===== src/rtl/fetch_stage.sv =====
// Fetch stage: PC generation, single-outstanding instruction-memory requests and a
// small instruction queue feeding the scoreboard, with redirect, drain and halt handling.
module fetch_stage #(
  parameter logic [31:0] RESET_PC = 32'h0000_0000,
  parameter int unsigned FQ_DEPTH = 4
) (
  input  logic        CLK,
  input  logic        RST,
  output logic        imem_req,
  output logic [31:0] imem_addr,
  input  logic        imem_ready,
  input  logic [31:0] imem_rdata,
  input  logic        freeze,
  input  logic        jump,
  input  logic [31:0] jump_target,
  input  logic        branch_miss,
  input  logic [31:0] branch_target,
  input  logic        fetch_halt,
  output logic        fetch_valid,
  output logic [31:0] fetch_instr,
  output logic [31:0] fetch_pc,
  output logic        halted
);

  localparam int unsigned PW = $clog2(FQ_DEPTH);
  localparam int unsigned CW = PW + 1;

  typedef enum logic [1:0] {RUN, DRAIN, HALT} state_e;

  state_e        state_q;
  logic [31:0]   pc_q;
  logic          req_q;
  logic [31:0]   addr_q;
  logic [PW-1:0] head_q, tail_q;
  logic [CW-1:0] count_q;
  logic [31:0]   pc_mem    [FQ_DEPTH];
  logic [31:0]   instr_mem [FQ_DEPTH];

  logic        redirect;
  logic [31:0] redir_tgt;
  logic        resp;
  logic        push;
  logic        pop;
  logic        can_issue;

  always_comb begin
    redirect  = branch_miss | jump;
    redir_tgt = branch_miss ? branch_target : jump_target;
    resp      = req_q & imem_ready;
    // Responses arriving while draining belong to a squashed path and never enter the queue.
    push      = resp & (state_q != DRAIN) & ~redirect;
    pop       = fetch_valid & ~freeze & ~redirect;
    // With nothing outstanding the reservation check reduces to a free queue slot.
    can_issue = (state_q == RUN) & ~req_q & ~fetch_halt & ~redirect & (count_q < CW'(FQ_DEPTH));
  end

  always_ff @(posedge CLK) begin
    if (RST) begin
      state_q <= RUN;
      pc_q    <= RESET_PC;
      req_q   <= 1'b0;
      addr_q  <= RESET_PC;
      head_q  <= '0;
      tail_q  <= '0;
      count_q <= '0;
    end else begin
      if (push) begin
        pc_mem[tail_q]    <= addr_q;
        instr_mem[tail_q] <= imem_rdata;
        tail_q            <= tail_q + 1'b1;
      end
      if (pop) head_q <= head_q + 1'b1;
      count_q <= count_q + CW'(push) - CW'(pop);

      if (redirect) begin
        head_q  <= '0;
        tail_q  <= '0;
        count_q <= '0;
        pc_q    <= redir_tgt;
        if (req_q & ~imem_ready) begin
          state_q <= DRAIN;
        end else begin
          state_q <= RUN;
          req_q   <= 1'b0;
        end
      end else begin
        unique case (state_q)
          RUN: begin
            if (resp) begin
              req_q <= 1'b0;
              pc_q  <= pc_q + 32'd4;
            end else if (can_issue) begin
              req_q  <= 1'b1;
              addr_q <= pc_q;
            end
            if (fetch_halt) state_q <= HALT;
          end
          HALT: begin
            if (resp) begin
              req_q <= 1'b0;
              pc_q  <= pc_q + 32'd4;
            end
          end
          DRAIN: begin
            if (imem_ready) begin
              req_q   <= 1'b0;
              state_q <= RUN;
            end
          end
          default: state_q <= RUN;
        endcase
      end
    end
  end

  always_comb begin
    imem_req    = req_q;
    imem_addr   = addr_q;
    fetch_valid = (count_q != '0);
    fetch_pc    = fetch_valid ? pc_mem[head_q]    : '0;
    fetch_instr = fetch_valid ? instr_mem[head_q] : '0;
    halted      = (state_q == HALT);
  end

endmodule


===== config.mk =====
export PLATFORM = sky130hd
export DESIGN_NAME = fetch_stage
export DESIGN_NICKNAME = d
export VERILOG_FILES = /design/src/rtl/fetch_stage.sv
export SDC_FILE = /design/constraint.sdc
export NUM_CORES = 1
export LEC_CHECK = 0
export ABC_AREA = 1
export CAP_MARGIN = 10
export CORE_ASPECT_RATIO = 2
export CORE_MARGIN = 1
export CORE_UTILIZATION = 45
export DETAILED_ROUTE_END_ITERATION = 8
export GPL_TIMING_DRIVEN = 0
export PLACE_DENSITY = 0.8
export SYNTH_ARGS = -nofsm -noshare
export SYNTH_HDL_FRONTEND = slang
export SYNTH_SLANG_ARGS = --single-unit

===== constraint.sdc =====
create_clock -name CLK -period 7.3 [get_ports CLK]
set_input_delay 2.19 -clock CLK [delete_from_list [all_inputs] [get_ports CLK]]
set_output_delay 2.19 -clock CLK [all_outputs]
set_load 0.02 [all_outputs]

==> flow_metrics.py, run 1 <==
metrics = {
    "setup_path": {
        "worstPathRequired_ns": 5.11,
        "arrival_ns": 3.15,
        "crit_top_cell": "clkbuf_1",
        "slowest_delay_ns": 0.68,
        "end_kind": "output pin",
        "reg2reg_from": "count_q[2]",
        "critPathLaunchType": "flip-flop",
        "critical_path.slowest_cell": "clkdlybuf4s50_1",
        "crit_buf_inv": 4,
        "critPathKind": "flip-flop to output pin",
        "cp_top_family": "buffers and inverters",
        "path_cells": "inv_2, clkbuf_1, clkbuf_1, o21ai_0, a21oi_1, clkdlybuf4s50_1",
        "cp_max_fo": 10,
    },
    "floorplanning": {
        "core-area_mm2": 0.0307,
        "start_util_pct": 45.8,
        "dieArea_mm2": 0.0320,
        "die_w_um": 127,
        "die_h_um": 252,
        "std_cell_rows": 91,
        "ios": 202,
    },
    "global_route": {
        "grt_max_degree": 31,
        "groute.usage.overall_pct": 23.7,
        "overflow": 0,
        "antenna_found_initial": 0,
        "grt_pass1_wl_um": 57800,
        "first_global_vias": 10900,
    },
    "route": {
        "viasPerCell": 5.44,
        "postRouteAntennaNets": 0,
        "drt_pass1_iterations": 5,
        "wirelength_um": 38100,
        "first_iter_violations": 845,
        "drc": 0,
        "wl_per_cell_um": 18.6,
        "vias": 11100,
    },
    "hold_path": {
        "min_from": "head_q[1]",
        "worstHoldPathType": "flip-flop to flip-flop",
    },
    "sta": {
        "tns_ns": 0,
        "clock.fmax_mhz": 187,
        "setup_viol": 0,
        "fin_ws_ns": 1.96,
        "min_period_ns": 5.34,
        "slew_headroom_pct": 51.1,
        "finalMaxSlewViolations": 0,
        "hold_viol_final": 0,
        "finClkSkew_ns": 0.00895,
        "tightest_slew_ns": 0.734,
        "whs_ns": 0.474,
        "grt_setup_unrepaired": "no",
        "fin_crit_sh_pct": 73.2,
    },
    "pwr": {
        "seqPwrFrac_pct": 54.6,
        "p_leak_uw": 0.00624,
        "p_clk_share_pct": 39.1,
        "switching_share_pct": 22.1,
        "p_total_uw": 3850,
        "pwr-share-comb_pct": 6.3,
        "intPower_uw": 3000,
        "switchingPower_uw": 850,
        "power_density_mw_per_mm2": 218,
        "ir_drop_uv": 179,
    },
    "synth": {
        "ys.warnings.count": 0,
        "ys_types": 33,
        "ys_seq_area_share_pct": 65.5,
        "synth-async-reset-ratio_pct": 0,
        "syn_area_per_cell_um2": 9.93,
        "synth_seq_cells": 332,
        "synth_edf_count": 256,
        "syn-instance-count": 1417,
        "synth_ff_type": "edfxtp_1",
        "netlist_area_mm2": 0.0141,
        "syn_nets": 1531,
    },
    "placed_design": {
        "place_congestion": 0.918,
        "io_buffers": 199,
        "dp_hpwl_um": 27100,
        "place_ws_ns": 2.23,
        "placed_cells": 1996,
    },
    "clock_network": {
        "ctsResizeCount": 0,
        "htreeDepth": 1,
        "clock_path_buffers": 3,
        "ctsHoldBuffers": 0,
        "postCtsSetupBuffers": 0,
        "cts_buffers": 27,
        "clk_latency_ns": 0.56,
        "clkTransAtPathRegs_ns": 0.07,
        "cts_tree": "done",
        "cts.sinks": 332,
        "cts_root_buffer": "clkbuf_16",
    },
    "finish": {
        "fin_nets": 1767,
        "instances_no_fill": 2046,
        "drive_gt1_share_pct": 6.57,
        "syn2layout_area_growth_pct": 25.4,
        "diodes": 0,
        "n_fill_cell": 2565,
    },
    "job": {
        "maxCapViolations": 0,
    },
    "run_status": {
        "status": "complete, no violations",
    },
}
flip-flops by register name, indices dropped and copies added, names as in the netlist, named ones only:
name,cells
instr_mem,128
pc_mem,128
imem_req,1
imem_addr,32
pc_q,32
tail_q,2
head_q,2
state_q,2
count_q,3
logic make-up (layout without fill, tap and decap cells):
family / after synthesis / in the layout / share of synthesized area [%]
buffers and inverters: 135 / 392 / 4.07
AO/OA/AOI/OAI: 365 / 365 / 13.1
AND/OR/NAND/NOR: 570 / 570 / 16.1
XOR/XNOR: 4 / 4 / 0.249
flip-flops: 332 / 332 / 65.5
adder cells (fa/ha/maj): 11 / 11 / 1.03
cells in the mapped netlist (all sizes together) (3+ instances only):
master | count | area (µm²)
a21oi | 145 | 726
a31oi | 6 | 37.5
buf | 45 | 230
clkbuf | 35 | 131
dfxtp | 76 | 1520
edfxtp | 256 | 7690
ha | 10 | 125
inv | 54 | 205
nand2 | 98 | 370
nand3 | 40 | 213
nor2 | 423 | 1620
o21ai | 211 | 1060
or2 | 5 | 31.3
xor2 | 3 | 26.3
final cells by class:
cell class,instances,area (µm²),share of cell area [%]
clock inverter,18,200,1.14
buffer,80,362,2.05
sequential,332,9210,52.2
timing repair buffer,207,2150,12.2
clock buffer,32,724,4.11
inverter,55,210,1.19
tap,372,465,2.64
multi-input combinational,950,4310,24.5
power by group through the flow:
stage | combinational (µW) | sequential [µW] | clock [µW]
detailed placement | 241 | 2140 | 0
finish | 242 | 2100 | 1510
global route | 266 | 2110 | 1590
global placement | 235 | 2140 | 0
floorplan | 107 | 2140 | 0
CTS | 242 | 2100 | 1520
worst register-to-register path, delay by kind of cell, from the launching register on:
kind,cells,cell delay [ns]
xor gates and xnor gates,2,0.39
adders and majority gates,3,0.91
buffers and inverters,1,0.04
DFF,1,0.34
and+or+nand+nor,3,0.76
final timing paths:
check / end / slack, ns / cells after the start
hold / removal: flip-flop / 0.47 / 2
hold reg to reg: flip-flop / 0.47 / 2
setup reg to reg: count_q[2] / 4.76 / 9
setup / recovery: fetch_pc[21] / 1.96 / 6
routing by layer:
layer / track usage, % / vias up / wire, µm
li1: - / 5323 / -
met1: 24.2 / 5245 / 13000
met2: 45.7 / 453 / 21100
met3: 2.06 / 117 / 1830
met4: 14.6 / 0 / 2060
met5: 0 / - / 0
cell usage in the layout, fill, tap and decap left out, types with 5 or more instances in the layout:
cell type        count
clkbuf_1            37
o21ai_1             23
clkbuf_16           27
a21oi_1            145
nand2_1             97
nand3_1             39
dfxtp_1             76
buf_12               8
a31oi_1              6
o21ai_0            187
edfxtp_1           256
or2_2                5
buf_1               12
clkinv_2             6
ha_1                10
buf_2               28
nor2_1             416
clkdlybuf4s50_1    199
nor2_4               6
inv_1               50
through the flow:
stage	instance area (µm²)	util, %
detailed placement	16700	54.4
finish	17600	57.4
global route	17600	57.4
global placement	16500	53.7
floorplan	14100	-
CTS	17600	57.4
No activity file was read; power rests on OpenSTA's default activity.
==> run 2, diff against run 1 <==
==> constraint.sdc (replaced) <==
create_clock -name CLK -period 5.2 [get_ports CLK]
set_input_delay 1.56 -clock CLK [delete_from_list [all_inputs] [get_ports CLK]]
set_output_delay 1.56 -clock CLK [all_outputs]
set_load 0.02 [all_outputs]
==> results of run 2 <==
The final DEF is identical to that of run 1. Status: complete, no violations.
Among the figures that moved: setup slack after placement 2.23 ns -> 0.760 ns; setup slack after layout 1.96 ns -> 0.488 ns; register-to-register setup slack 4.76 ns -> 2.66 ns; total power 3850 µW -> 5410 µW; worst IR drop on VDD 179 µV -> 251 µV
==> run 3, diff against run 2 <==
--- a/config.mk
+++ b/config.mk
@@ -9,10 +9,10 @@
 export CAP_MARGIN = 10
 export CORE_ASPECT_RATIO = 2
 export CORE_MARGIN = 1
-export CORE_UTILIZATION = 45
+export CORE_UTILIZATION = 55
 export DETAILED_ROUTE_END_ITERATION = 8
 export GPL_TIMING_DRIVEN = 0
-export PLACE_DENSITY = 0.8
+export PLACE_DENSITY = 0.92
 export SYNTH_ARGS = -nofsm -noshare
 export SYNTH_HDL_FRONTEND = slang
 export SYNTH_SLANG_ARGS = --single-unit
==> run 3 against run 2 <==
Clock power rose by 3%. Final cell count is 1.8% lower. First-iteration DRC count rose by 9.0%. Via count is 1.9% higher. Clock skew rose by 0.0018 ns. Non-clock buffer count did not move. Clock-buffer cell count increased by 7. Global-route usage is 6.0 points higher. Fmax grew 1.5%. Die area down 18%. Power is 1.0% higher. Utilization is 13 points higher.
==> flow_metrics.py, run 3 (synthesis gave the netlist of run 1 again) <==
metrics = {
    "clock_network": {
        "htreeDepth": 1,
        "clk_latency_ns": 0.54,
        "postCtsSetupBuffers": 0,
        "clock_path_buffers": 3,
        "cts_root_buffer": "clkbuf_16",
        "ctsResizeCount": 0,
        "cts_buffers": 27,
        "clkTransAtPathRegs_ns": 0.07,
        "cts.sinks": 332,
        "cts_tree": "done",
        "ctsHoldBuffers": 0,
    },
    "route": {
        "viasPerCell": 5.65,
        "postRouteAntennaNets": 0,
        "drc": 0,
        "first_iter_violations": 921,
        "vias": 11300,
        "drt_pass1_iterations": 5,
        "wl_per_cell_um": 19.1,
        "wirelength_um": 38300,
    },
    "finish": {
        "layout_common_cells": "nor2_1, edfxtp_1, clkdlybuf4s50_1, o21ai_0, a21oi_1",
        "syn2layout_area_growth_pct": 25.4,
        "instances_no_fill": 2010,
        "drive_gt1_share_pct": 6.34,
        "layout_commonest_cell": "nor2_1",
        "top_regs": "instr_mem x128, pc_mem x128",
        "fin_nets": 1767,
        "design_area_mm2": 0.0176,
    },
    "sta": {
        "fin_crit_sh_pct": 89.3,
        "finalMaxSlewViolations": 0,
        "setup_viol": 0,
        "hold_viol_final": 0,
        "tightest_slew_ns": 0.656,
        "finClkSkew_ns": 0.0107,
        "slew_headroom_pct": 56.3,
        "grt_setup_unrepaired": "no",
        "clock.fmax_mhz": 215,
        "whs_ns": 0.489,
        "min_period_ns": 4.64,
    },
    "global_route": {
        "grt_max_degree": 31,
        "groute.usage.overall_pct": 29.8,
        "grt_pass1_wl_um": 58800,
        "antenna_found_initial": 1,
        "overflow": 0,
        "first_global_vias": 11400,
    },
    "setup_path": {
        "critPathKind": "flip-flop to output pin",
        "end_kind": "output pin",
        "r2r_slack_ns": 2.65,
        "cp_max_fo": 10,
        "critPathLaunchType": "flip-flop",
        "worstPathRequired_ns": 3.64,
        "arrival_ns": 3.08,
    },
    "placed_design": {
        "io_buffers": 199,
        "place_congestion": 0.970,
        "dp_hpwl_um": 27400,
        "placed_cells": 1960,
        "post_dp_cell_area_mm2": 0.0167,
    },
    "hold_path": {
        "worstHoldPathType": "flip-flop to flip-flop",
    },
    "floorplanning": {
        "std_cell_rows": 82,
        "dieArea_mm2": 0.0263,
        "die_h_um": 228,
        "start_util_pct": 56.2,
        "die_w_um": 115,
        "ios": 202,
        "core-area_mm2": 0.0250,
    },
    "job": {
        "maxCapViolations": 0,
    },
    "pwr": {
        "p_leak_uw": 0.00626,
        "ir_drop_uv": 226,
        "power_density_mw_per_mm2": 310,
    },
    "run_status": {
        "status": "complete, no violations",
    },
}
run 3: power breakdown:
| group | switching [µW] | internal, µW |
|---|---|---|
| sequential | 59.3 | 2890 |
| clock | 912 | 1260 |
| combinational | 184 | 159 |
| total | 1150 | 4310 |
run 3: critical path, stage by stage, from the launching register on:
cell,delay [ns]
dfxtp_1,0.35
clkbuf_1,0.47
buf_2,0.36
nor2_1,0.08
nor2_1,0.13
o21ai_0,0.13
a21oi_1,0.34
clkdlybuf4s50_1,0.69
run 3: metal layers:
metal | global-route usage, % | wire [µm] | up-vias
met4 | 21.3 | 2750 | 0
li1 | - | - | 5332
met1 | 30.4 | 12600 | 5308
met3 | 2.76 | 2080 | 150
met5 | 0 | 0 | -
met2 | 55.0 | 20900 | 559
run 3: metrics by stage:
step                      setup TNS (ns)  utilization, %  setup WS [ns]  power, µW
final                                  0            70.4          0.558       5460
after floorplan                   -49.92               -         -0.195       3160
after detailed placement               0            66.6          0.841       3350
after CTS                              0            70.4          0.602       5470
after global routing                   0            70.4          0.467       5610
after global placement           -634.19            65.8          -2.52       3330
run 3: final cells by class:
class,count,area [µm²]
antenna,1,2.50
buffer,80,362
clock buffer,39,825
clock inverter,10,136
fill,1794,7400
inverter,55,210
multi-input combinational,950,4310
sequential,332,9210
tap,336,420
timing repair buffer,207,2150
run 3: worst paths after layout:
kind / start / endpoint / cells past startpoint
setup / recovery: flip-flop / fetch_pc[11] / 7
hold reg to reg: state_q[0] / state_q[0] / 2
hold / removal: state_q[0] / state_q[0] / 2
setup reg to reg: state_q[1] / instr_mem[2][8] / 7
